--- src/rtl/output_channel_tx_pkg.sv ---
// Shared types and defaults for the router output-channel transmitter.
package output_channel_tx_pkg;

    localparam int DATAW_DEF  = 32;
    localparam int PKTLEN_DEF = 3;
    localparam int CNTW_DEF   = 16;

    typedef enum logic [1:0] {
        TX_IDLE = 2'd0,
        TX_SEND = 2'd1,
        TX_GAP  = 2'd2
    } tx_state_e;

    // Width of the flit-within-packet index; never narrower than one bit.
    function automatic int flit_cnt_width(input int pktlen);
        return (pktlen < 1) ? 1 : $clog2(pktlen + 1);
    endfunction

endpackage

--- src/rtl/output_channel_tx.sv ---
// Router output-port transmitter: drains the local output queue and writes
// whole packets into the downstream input FIFO once it has room for one.
module output_channel_tx
    import output_channel_tx_pkg::*;
#(
    parameter int DATAW  = DATAW_DEF,
    parameter int PKTLEN = PKTLEN_DEF,
    parameter int CNTW   = CNTW_DEF
) (
    input  logic             clk,
    input  logic             rst_,
    input  logic [DATAW:0]   idata,
    input  logic             iempty,
    output logic             rd_en,
    input  logic             dn_ordy,
    output logic [DATAW:0]   odata,
    output logic             owr_en,
    output logic             busy,
    output logic [CNTW-1:0]  pkt_cnt
);

    localparam int FCW = flit_cnt_width(PKTLEN);
    localparam logic [FCW-1:0] TAIL_IDX = FCW'(PKTLEN);

    tx_state_e       state_reg, state_next;
    logic [FCW-1:0]  flit_cnt_reg;
    logic [DATAW:0]  odata_reg;
    logic            owr_en_reg;
    logic [CNTW-1:0] pkt_cnt_reg;
    logic            pop;
    logic            tail_pop;

    // Popping is blocked during reset so an aborted packet loses no queued flit.
    assign pop      = (state_reg == TX_SEND) && !iempty && !rst_;
    assign tail_pop = pop && (flit_cnt_reg == TAIL_IDX);

    always_ff @(posedge clk) begin
        if (rst_) begin
            state_reg <= TX_IDLE;
        end else begin
            state_reg <= state_next;
        end
    end

    // dn_ordy is only consulted at admission; space is reserved for the whole packet.
    always_comb begin
        state_next = state_reg;
        case (state_reg)
            TX_IDLE: if (dn_ordy && !iempty) state_next = TX_SEND;
            TX_SEND: if (tail_pop)           state_next = TX_GAP;
            TX_GAP:                          state_next = TX_IDLE;
            default:                         state_next = TX_IDLE;
        endcase
    end

    always_ff @(posedge clk) begin
        if (rst_) begin
            odata_reg    <= '0;
            owr_en_reg   <= 1'b0;
            flit_cnt_reg <= '0;
            pkt_cnt_reg  <= '0;
        end else begin
            owr_en_reg <= pop;
            if (pop) begin
                odata_reg    <= idata;
                flit_cnt_reg <= tail_pop ? '0 : flit_cnt_reg + FCW'(1);
            end
            if (tail_pop && (pkt_cnt_reg != '1)) begin
                pkt_cnt_reg <= pkt_cnt_reg + CNTW'(1);
            end
        end
    end

    assign rd_en   = pop;
    assign odata   = odata_reg;
    assign owr_en  = owr_en_reg;
    assign busy    = (state_reg != TX_IDLE);
    assign pkt_cnt = pkt_cnt_reg;

endmodule

--- config.mk ---
export PLATFORM = sky130hd
export DESIGN_NAME = output_channel_tx
export DESIGN_NICKNAME = d
export VERILOG_FILES = /design/src/rtl/output_channel_tx_pkg.sv /design/src/rtl/output_channel_tx.sv
export SDC_FILE = /design/constraint.sdc
export NUM_CORES = 1
export LEC_CHECK = 0
export CAP_MARGIN = 10
export CORE_MARGIN = 3
export CORE_UTILIZATION = 30
export DETAILED_ROUTE_END_ITERATION = 8
export PLACE_DENSITY = 0.69
export SLEW_MARGIN = 15
export SYNTH_ARGS = -nofsm -noshare
export SYNTH_HDL_FRONTEND = slang
export SYNTH_SLANG_ARGS = --single-unit
--- constraint.sdc ---
create_clock -name clk -period 3.2 [get_ports clk]
set_input_delay 0.64 -clock clk [delete_from_list [all_inputs] [get_ports clk]]
set_output_delay 0.64 -clock clk [all_outputs]
set_load 0.05 [all_outputs]
==> impl_metrics.xml, run 1 <==
<?xml version="1.0" encoding="UTF-8"?>
<metrics>
  <group name="pwr">
    <metric name="combPwrFrac" unit="%">13.3</metric>
    <metric name="power.clock.fraction" unit="%">31.8</metric>
    <metric name="vdd_ir_drop_max" unit="mV">0.207</metric>
    <metric name="power_per_cell_area" unit="nW/um2">387</metric>
    <metric name="power.internal" unit="mW">0.925</metric>
    <metric name="switching_power" unit="mW">0.344</metric>
    <metric name="swShare" unit="%">27.1</metric>
    <metric name="power.share.sequential" unit="%">54.9</metric>
    <metric name="power_leakage" unit="nW">1.12</metric>
    <metric name="total_power_consumption" unit="mW">1.27</metric>
  </group>
  <group name="min_path">
    <metric name="hold_path.class" unit="">flip-flop to flip-flop</metric>
  </group>
  <group name="detailed_routing">
    <metric name="routed-via-count" unit="">2072</metric>
    <metric name="mean_routed_wirelength_per_cell" unit="um">12.6</metric>
    <metric name="drc" unit="">0</metric>
    <metric name="postRouteWirelength" unit="um">5630</metric>
    <metric name="dr.first_iter.drc_count" unit="">112</metric>
    <metric name="drt_pre_antenna_iters" unit="">4</metric>
    <metric name="final_antenna_net_count" unit="">0</metric>
    <metric name="detail_route.vias_per_cell" unit="">4.66</metric>
  </group>
  <group name="global_routing">
    <metric name="grt_max_degree" unit="">70</metric>
    <metric name="grt_first_pass_wirelength" unit="um">9430</metric>
    <metric name="vias_in_the_first_global_route" unit="">1959</metric>
    <metric name="track_usage" unit="%">13.4</metric>
    <metric name="grt.overflow.total" unit="">0</metric>
    <metric name="initial_antenna_violation_count" unit="">0</metric>
  </group>
  <group name="floorplanning">
    <metric name="floorplan.die_area" unit="um2">8480</metric>
    <metric name="die_height" unit="um">92.1</metric>
    <metric name="design.portCount" unit="">89</metric>
    <metric name="floorplan.initialDensity" unit="%">31.8</metric>
    <metric name="floorplan.die.width" unit="um">92.1</metric>
    <metric name="floorplan.core_area" unit="um2">6980</metric>
    <metric name="rows" unit="">30</metric>
  </group>
  <group name="place">
    <metric name="post-dp-hpwl" unit="um">4130</metric>
    <metric name="final_estimated_routing_congestion_in_global_placement" unit="">0.729</metric>
    <metric name="place_ws" unit="ns">0.589</metric>
    <metric name="numPortBuffers" unit="">88</metric>
  </group>
  <group name="clocking">
    <metric name="cts_resized" unit="">0</metric>
    <metric name="h-tree-depth" unit="">2</metric>
    <metric name="cts_hold_repair.buffers" unit="">0</metric>
    <metric name="cts_buffers" unit="">5</metric>
    <metric name="cts.root.buffer_cell" unit="">sky130_fd_sc_hd__clkbuf_8</metric>
    <metric name="cts.path.max_buffers" unit="">2</metric>
    <metric name="clock_sinks" unit="">54</metric>
    <metric name="clk-insertion-delay-late" unit="ns">0.30</metric>
    <metric name="cts_tree" unit="">built</metric>
    <metric name="postCtsSetupBuffers" unit="">0</metric>
    <metric name="clkTransAtPathRegs" unit="ns">0.11</metric>
  </group>
  <group name="logic_synthesis">
    <metric name="synth_nets" unit="">303</metric>
    <metric name="syn-instance-count" unit="">264</metric>
    <metric name="synth_top_area_share" unit="%">48.6</metric>
    <metric name="netlist_top_cells_area" unit="">sky130_fd_sc_hd__dfxtp_1, sky130_fd_sc_hd__nand2_1, sky130_fd_sc_hd__o21ai_0</metric>
    <metric name="netlist_area" unit="um2">2220</metric>
    <metric name="share_of_synthesized_area_occupied_by_flip_flops_and_latches" unit="%">48.6</metric>
    <metric name="synth_top_area_cell" unit="">sky130_fd_sc_hd__dfxtp_1</metric>
    <metric name="distinct_cell_type_count_of_the_synthesized_netlist" unit="">44</metric>
    <metric name="synth_enable_flop_cells" unit="">0</metric>
    <metric name="average_instance_area_after_synthesis" unit="um2">8.42</metric>
    <metric name="postSynth.topFlopCell" unit="">sky130_fd_sc_hd__dfxtp_1</metric>
    <metric name="postSynth.asyncResetShare" unit="%">0</metric>
    <metric name="yosys_warnings" unit="">0</metric>
    <metric name="ys_seq_elements" unit="">54</metric>
  </group>
  <group name="timing">
    <metric name="finalSetupViolCount" unit="">0</metric>
    <metric name="unrepaired_setup_endpoints_after_global_routing" unit="">false</metric>
    <metric name="tns" unit="ns">0</metric>
    <metric name="slew_violations" unit="">0</metric>
    <metric name="tightestPinTransition" unit="ns">0.555</metric>
    <metric name="maxSlewHeadroom" unit="%">63.0</metric>
    <metric name="layout_worst_path_cycle_share" unit="%">75.5</metric>
    <metric name="fin_worst_skew" unit="ns">0.0106</metric>
    <metric name="shortest_period_the_worst_path_allows" unit="ns">2.42</metric>
    <metric name="fmax" unit="GHz">0.414</metric>
    <metric name="hold_viol_final" unit="">0</metric>
    <metric name="worst_slack" unit="ns">0.783</metric>
  </group>
  <group name="final_layout">
    <metric name="antenna_diode_count" unit="">0</metric>
    <metric name="ff_latch_area" unit="um2">1080</metric>
    <metric name="layout_filler_cell_count" unit="">695</metric>
    <metric name="design.final.nets" unit="">387</metric>
    <metric name="layout-area-overhead-vs-synth" unit="%">47.4</metric>
    <metric name="multiInputGateArea" unit="um2">1050</metric>
    <metric name="flip_flop_count_of_the_largest_register_all_copies_and_words_added" unit="">33</metric>
    <metric name="finalCoreUtilization" unit="%">47.0</metric>
    <metric name="final_layout_size_suffix_gt1_share" unit="%">6.59</metric>
  </group>
  <group name="setup_path">
    <metric name="worstPathRequired" unit="ns">2.56</metric>
    <metric name="path_cells" unit="">clkdlybuf4s50_1, nor3b_4, nor2b_4, buf_12</metric>
    <metric name="endpoint_kind" unit="">primary output</metric>
    <metric name="worst_ep_arrival_time" unit="ns">1.78</metric>
    <metric name="cpLargestDelayFamily" unit="">buffers and inverters</metric>
    <metric name="crit_path_start_kind" unit="">input port</metric>
    <metric name="timing.critical_path.slowest_stage_cell" unit="">sky130_fd_sc_hd__clkdlybuf4s50_1</metric>
    <metric name="critical_path.n_buffers_inverters" unit="">2</metric>
    <metric name="critical_path.max_stage_delay" unit="ns">0.46</metric>
    <metric name="critical_path.max_fanout" unit="">5</metric>
    <metric name="path_class" unit="">input port to primary output</metric>
  </group>
  <group name="run">
    <metric name="max_cap_viol_count" unit="">0</metric>
  </group>
  <group name="outcome">
    <metric name="status" unit="">complete, no violations</metric>
  </group>
</metrics>
==> cell type report <==
| cell class | instances | share of cell area, % |
|---|---|---|
| flip-flops and latches | 54 | 33.0 |
| clock inverters | 3 | 0.802 |
| clock buffers | 5 | 2.10 |
| well taps | 96 | 3.66 |
| inverters | 5 | 0.573 |
| repair buffers | 91 | 27.9 |
| multi-input cells | 191 | 32.0 |
==> cells by family (layout without fill, tap and decap cells) <==
family,count (synthesis),in the layout,share of synthesized area (%)
fa+ha+maj,2,2,1.13
flops,54,54,48.6
mux,2,2,1.01
simple gates,125,125,29.4
xor+xnor,1,1,0.394
buf+inv,19,104,4.50
compound gates,61,61,15.0
==> cell usage after synthesis, drive strengths merged, types with 2 or more instances <==
master / number
nand4: 5
mux2: 2
dfxtp: 54
clkbuf: 7
o21ai: 40
and3: 2
nor3: 6
or4: 4
nor2: 4
nand2: 78
and4: 2
or3: 4
nor4b: 2
a21oi: 12
ha: 2
o31ai: 4
nor2b: 6
or2: 2
nor3b: 2
buf: 6
inv: 4
==> worst register-to-register path: cells and delay by family, from the launching register on <==
| kind | cells | cell delay (ns) |
|---|---|---|
| adder cells (fa/ha/maj) | 1 | 0.18 |
| flip-flops | 1 | 0.38 |
| multiplexers | 1 | 0.34 |
| AND/OR/NAND/NOR | 3 | 0.90 |
==> cells in the final DEF, fill, tap and decap left out, types with 5 or more instances in the layout <==
cell	n
sky130_fd_sc_hd__o21ai_0	40
sky130_fd_sc_hd__clkbuf_8	5
sky130_fd_sc_hd__nor2b_1	5
sky130_fd_sc_hd__a21oi_1	12
sky130_fd_sc_hd__nand2_1	78
sky130_fd_sc_hd__nor3_1	6
sky130_fd_sc_hd__clkdlybuf4s50_1	87
sky130_fd_sc_hd__dfxtp_1	54
==> worst paths after layout <==
path / from / end / slack [ns] / depth (start not counted)
max: rst_ / rd_en / 0.78 / 4
min: odata[30]$_SDFFE_PP0P_ / odata[30]$_SDFFE_PP0P_ / 0.46 / 2
max reg2reg: flit_cnt_reg[0]$_SDFFE_PP0P_ / pkt_cnt[14]$_SDFFE_PP0P_ / 1.29 / 5
min reg2reg: odata[30]$_SDFFE_PP0P_ / odata[30]$_SDFFE_PP0P_ / 0.46 / 2
==> metrics by stage <==
step           hold slack (ns)  cells  cell area (um2)
5_1_grt                  0.492    445             3280
2_1_floorplan            0.440    264             2220
3_3_place_gp             0.443    437             3180
6_report                 0.464    445             3280
4_1_cts                  0.466    445             3280
3_5_place_dp             0.450    437             3180
==> routing by layer <==
metal	vias up	part of all wire (%)	track usage [%]
met5	-	0	0
met4	0	0.48	2.60
met3	2	4.8	3.36
met2	44	48	22.0
met1	948	47	18.0
li1	1078	-	-
==> power by group through the flow <==
stage               combinational, mW  clock [mW]  sequential (mW)
finish                          0.169       0.404            0.696
CTS                             0.171       0.417            0.696
floorplan                      0.0367           0            0.760
global placement                0.169           0            0.711
detailed placement              0.170           0            0.711
global route                    0.179       0.445            0.698
Note: power is estimated with default switching activity, not from simulation.
==> run 2: changes to the inputs <==
--- a/config.mk
+++ b/config.mk
@@ -9,7 +9,7 @@
 export CORE_MARGIN = 3
 export CORE_UTILIZATION = 30
 export DETAILED_ROUTE_END_ITERATION = 8
-export PLACE_DENSITY = 0.69
+export PLACE_DENSITY = 0.71
 export SLEW_MARGIN = 15
 export SYNTH_ARGS = -nofsm -noshare
 export SYNTH_HDL_FRONTEND = slang
==> constraint.sdc (replaced) <==
create_clock -name clk -period 2.15 [get_ports clk]
set_input_delay 0.43 -clock clk [delete_from_list [all_inputs] [get_ports clk]]
set_output_delay 0.43 -clock clk [all_outputs]
set_load 0.05 [all_outputs]
==> run 2 against run 1 <==
  * Wire length grew 1.4%
  * Critical path type is now flip-flop to primary output
  * Via count rose by 2.5%
  * Register-to-register slack worse by 0.94 ns
  * Critical path depth shrank 3
  * Highest routed layer unchanged
  * Flip-flop and latch count unchanged
  * Critical endpoint is now pkt_cnt[10]
==> impl_metrics.xml, run 2 (synthesis results as in run 1) <==
<?xml version="1.0" encoding="UTF-8"?>
<metrics>
  <group name="pwr">
    <metric name="swShare" unit="%">24.4</metric>
    <metric name="power.clock.fraction" unit="%">34.3</metric>
    <metric name="power.internal" unit="mW">1.49</metric>
    <metric name="power.share.sequential" unit="%">52.5</metric>
    <metric name="total_power_consumption" unit="mW">1.97</metric>
    <metric name="switching_power" unit="mW">0.480</metric>
    <metric name="combPwrFrac" unit="%">13.1</metric>
    <metric name="power_per_cell_area" unit="nW/um2">582</metric>
    <metric name="power_leakage" unit="nW">1.19</metric>
    <metric name="vdd_ir_drop_max" unit="mV">0.367</metric>
  </group>
  <group name="floorplanning">
    <metric name="floorplan.initialDensity" unit="%">31.8</metric>
    <metric name="floorplan.die_area" unit="um2">8480</metric>
    <metric name="die_height" unit="um">92.1</metric>
    <metric name="design.portCount" unit="">89</metric>
    <metric name="floorplan.die.width" unit="um">92.1</metric>
    <metric name="floorplan.core_area" unit="um2">6980</metric>
    <metric name="rows" unit="">30</metric>
  </group>
  <group name="global_routing">
    <metric name="track_usage" unit="%">13.4</metric>
    <metric name="grt_first_pass_wirelength" unit="um">9370</metric>
    <metric name="grt.overflow.total" unit="">0</metric>
    <metric name="grt_max_degree" unit="">36</metric>
    <metric name="initial_antenna_violation_count" unit="">0</metric>
    <metric name="vias_in_the_first_global_route" unit="">1997</metric>
  </group>
  <group name="timing">
    <metric name="layout_worst_path_cycle_share" unit="%">94.2</metric>
    <metric name="hold-worst-slack" unit="ns">0.461</metric>
    <metric name="hold_viol_final" unit="">0</metric>
    <metric name="finalSetupViolCount" unit="">0</metric>
    <metric name="fin_worst_skew" unit="ns">0.0115</metric>
    <metric name="tightestPinTransition" unit="ns">0.556</metric>
    <metric name="maxSlewHeadroom" unit="%">62.6</metric>
    <metric name="unrepaired_setup_endpoints_after_global_routing" unit="">false</metric>
    <metric name="worst_slack" unit="ns">0.124</metric>
    <metric name="fmax" unit="GHz">0.494</metric>
    <metric name="slew_violations" unit="">0</metric>
    <metric name="shortest_period_the_worst_path_allows" unit="ns">2.03</metric>
  </group>
  <group name="setup_path">
    <metric name="endpoint_kind" unit="">primary output</metric>
    <metric name="critical_path.max_fanout" unit="">6</metric>
    <metric name="critical_path.max_stage_delay" unit="ns">0.85</metric>
    <metric name="cpLargestDelayFamily" unit="">buffers and inverters</metric>
    <metric name="path_cells" unit="">clkdlybuf4s50_1</metric>
    <metric name="critPathLaunch" unit="">pkt_cnt[10]$_SDFFE_PP0P_</metric>
    <metric name="path_class" unit="">flip-flop to primary output</metric>
    <metric name="timing.critical_path.slowest_stage_cell" unit="">sky130_fd_sc_hd__clkdlybuf4s50_1</metric>
    <metric name="critical_path.n_buffers_inverters" unit="">1</metric>
    <metric name="crit_path_start_kind" unit="">flip-flop</metric>
    <metric name="worst_ep_arrival_time" unit="ns">1.60</metric>
    <metric name="r2r_start" unit="">pkt_cnt[0]$_SDFFE_PP0P_</metric>
    <metric name="worstPathRequired" unit="ns">1.72</metric>
  </group>
  <group name="detailed_routing">
    <metric name="drt_pre_antenna_iters" unit="">4</metric>
    <metric name="final_antenna_net_count" unit="">0</metric>
    <metric name="routed-via-count" unit="">2124</metric>
    <metric name="drc" unit="">0</metric>
    <metric name="postRouteWirelength" unit="um">5710</metric>
    <metric name="detail_route.vias_per_cell" unit="">4.65</metric>
    <metric name="mean_routed_wirelength_per_cell" unit="um">12.5</metric>
    <metric name="dr.first_iter.drc_count" unit="">136</metric>
  </group>
  <group name="final_layout">
    <metric name="layout.cells.most_common" unit="">sky130_fd_sc_hd__clkdlybuf4s50_1</metric>
    <metric name="final_layout_size_suffix_gt1_share" unit="%">9.70</metric>
    <metric name="finish.cell_count_without_fillers" unit="">457</metric>
    <metric name="final_cell_mix" unit="">sky130_fd_sc_hd__clkdlybuf4s50_1, sky130_fd_sc_hd__nand2_1, sky130_fd_sc_hd__dfxtp_1</metric>
    <metric name="flip_flop_count_of_the_largest_register_all_copies_and_words_added" unit="">33</metric>
    <metric name="layout-area-overhead-vs-synth" unit="%">52.2</metric>
    <metric name="antenna_diode_count" unit="">0</metric>
    <metric name="design.final.nets" unit="">399</metric>
    <metric name="layout_filler_cell_count" unit="">694</metric>
  </group>
  <group name="place">
    <metric name="final_estimated_routing_congestion_in_global_placement" unit="">0.850</metric>
    <metric name="dpl.cell_count" unit="">448</metric>
    <metric name="numPortBuffers" unit="">88</metric>
    <metric name="post-dp-hpwl" unit="um">4260</metric>
    <metric name="place_ws" unit="ns">-0.112</metric>
  </group>
  <group name="clocking">
    <metric name="clk-insertion-delay-late" unit="ns">0.31</metric>
    <metric name="clkTransAtPathRegs" unit="ns">0.10</metric>
    <metric name="cts_tree" unit="">built</metric>
    <metric name="cts.root.buffer_cell" unit="">sky130_fd_sc_hd__clkbuf_8</metric>
    <metric name="cts_hold_repair.buffers" unit="">0</metric>
    <metric name="cts_buffers" unit="">5</metric>
    <metric name="cts.path.max_buffers" unit="">2</metric>
    <metric name="h-tree-depth" unit="">2</metric>
    <metric name="clock_sinks" unit="">54</metric>
  </group>
  <group name="run">
    <metric name="max_cap_viol_count" unit="">0</metric>
  </group>
  <group name="outcome">
    <metric name="status" unit="">complete, no violations</metric>
  </group>
  <group name="min_path">
    <metric name="hp_start" unit="">odata[25]$_SDFFE_PP0P_</metric>
    <metric name="hold_path.class" unit="">flip-flop to flip-flop</metric>
  </group>
</metrics>
==> run 2: per-layer routing <==
metal | wire length, um | GRT usage [%] | share of wire, % | up-vias
met5 | 0 | 0 | 0 | -
met4 | 77 | 4.83 | 1.3 | 0
met3 | 299 | 3.45 | 5.2 | 7
met2 | 2790 | 22.8 | 49 | 55
met1 | 2540 | 16.3 | 44 | 961
li1 | - | - | - | 1101
==> run 2: worst paths after layout <==
path / end / slack, ns / cells after the start
worst min register to register: odata[25]$_SDFFE_PP0P_ / 0.46 / 2
worst min-delay path: odata[25]$_SDFFE_PP0P_ / 0.46 / 2
worst max-delay path: pkt_cnt[10] / 0.12 / 1
worst max register to register: pkt_cnt[5]$_SDFFE_PP0P_ / 0.35 / 5
==> run 2: layout make-up <==
type | count | area (um2) | area share (%)
clock buffer | 6 | 72.6 | 2.14
clock inverter | 2 | 37.5 | 1.11
inverter | 5 | 18.8 | 0.555
multi-input combinational | 191 | 1050 | 31.0
sequential | 54 | 1080 | 32.0
tap | 96 | 120 | 3.55
timing repair buffer | 103 | 1000 | 29.7
==> run 2: timing repair <==
action,4_1_cts,5_1_grt
pin swaps,1,0
buffers inserted,1,0
endpoints found under the setup margin,1,1
gates cloned,0,0
resized for setup,0,1
==> run 2: power by group through the flow <==
stage	clock (mW)	combinational (mW)	sequential, mW
after floorplan	0	0.0546	1.13
after global placement	0	0.257	1.06
after detailed placement	0	0.258	1.06
after CTS	0.703	0.261	1.04
after global routing	0.731	0.274	1.04
final	0.676	0.259	1.03
==> run 2: per-stage QoR <==
stage / util, % / instance area [um2] / setup TNS, ns
after global routing: 48.5 / 3380 / 0
after detailed placement: 46.7 / 3260 / -0.773
final: 48.5 / 3380 / 0
after floorplan: - / 2220 / 0
after CTS: 48.4 / 3380 / 0
after global placement: 46.7 / 3260 / -0.104
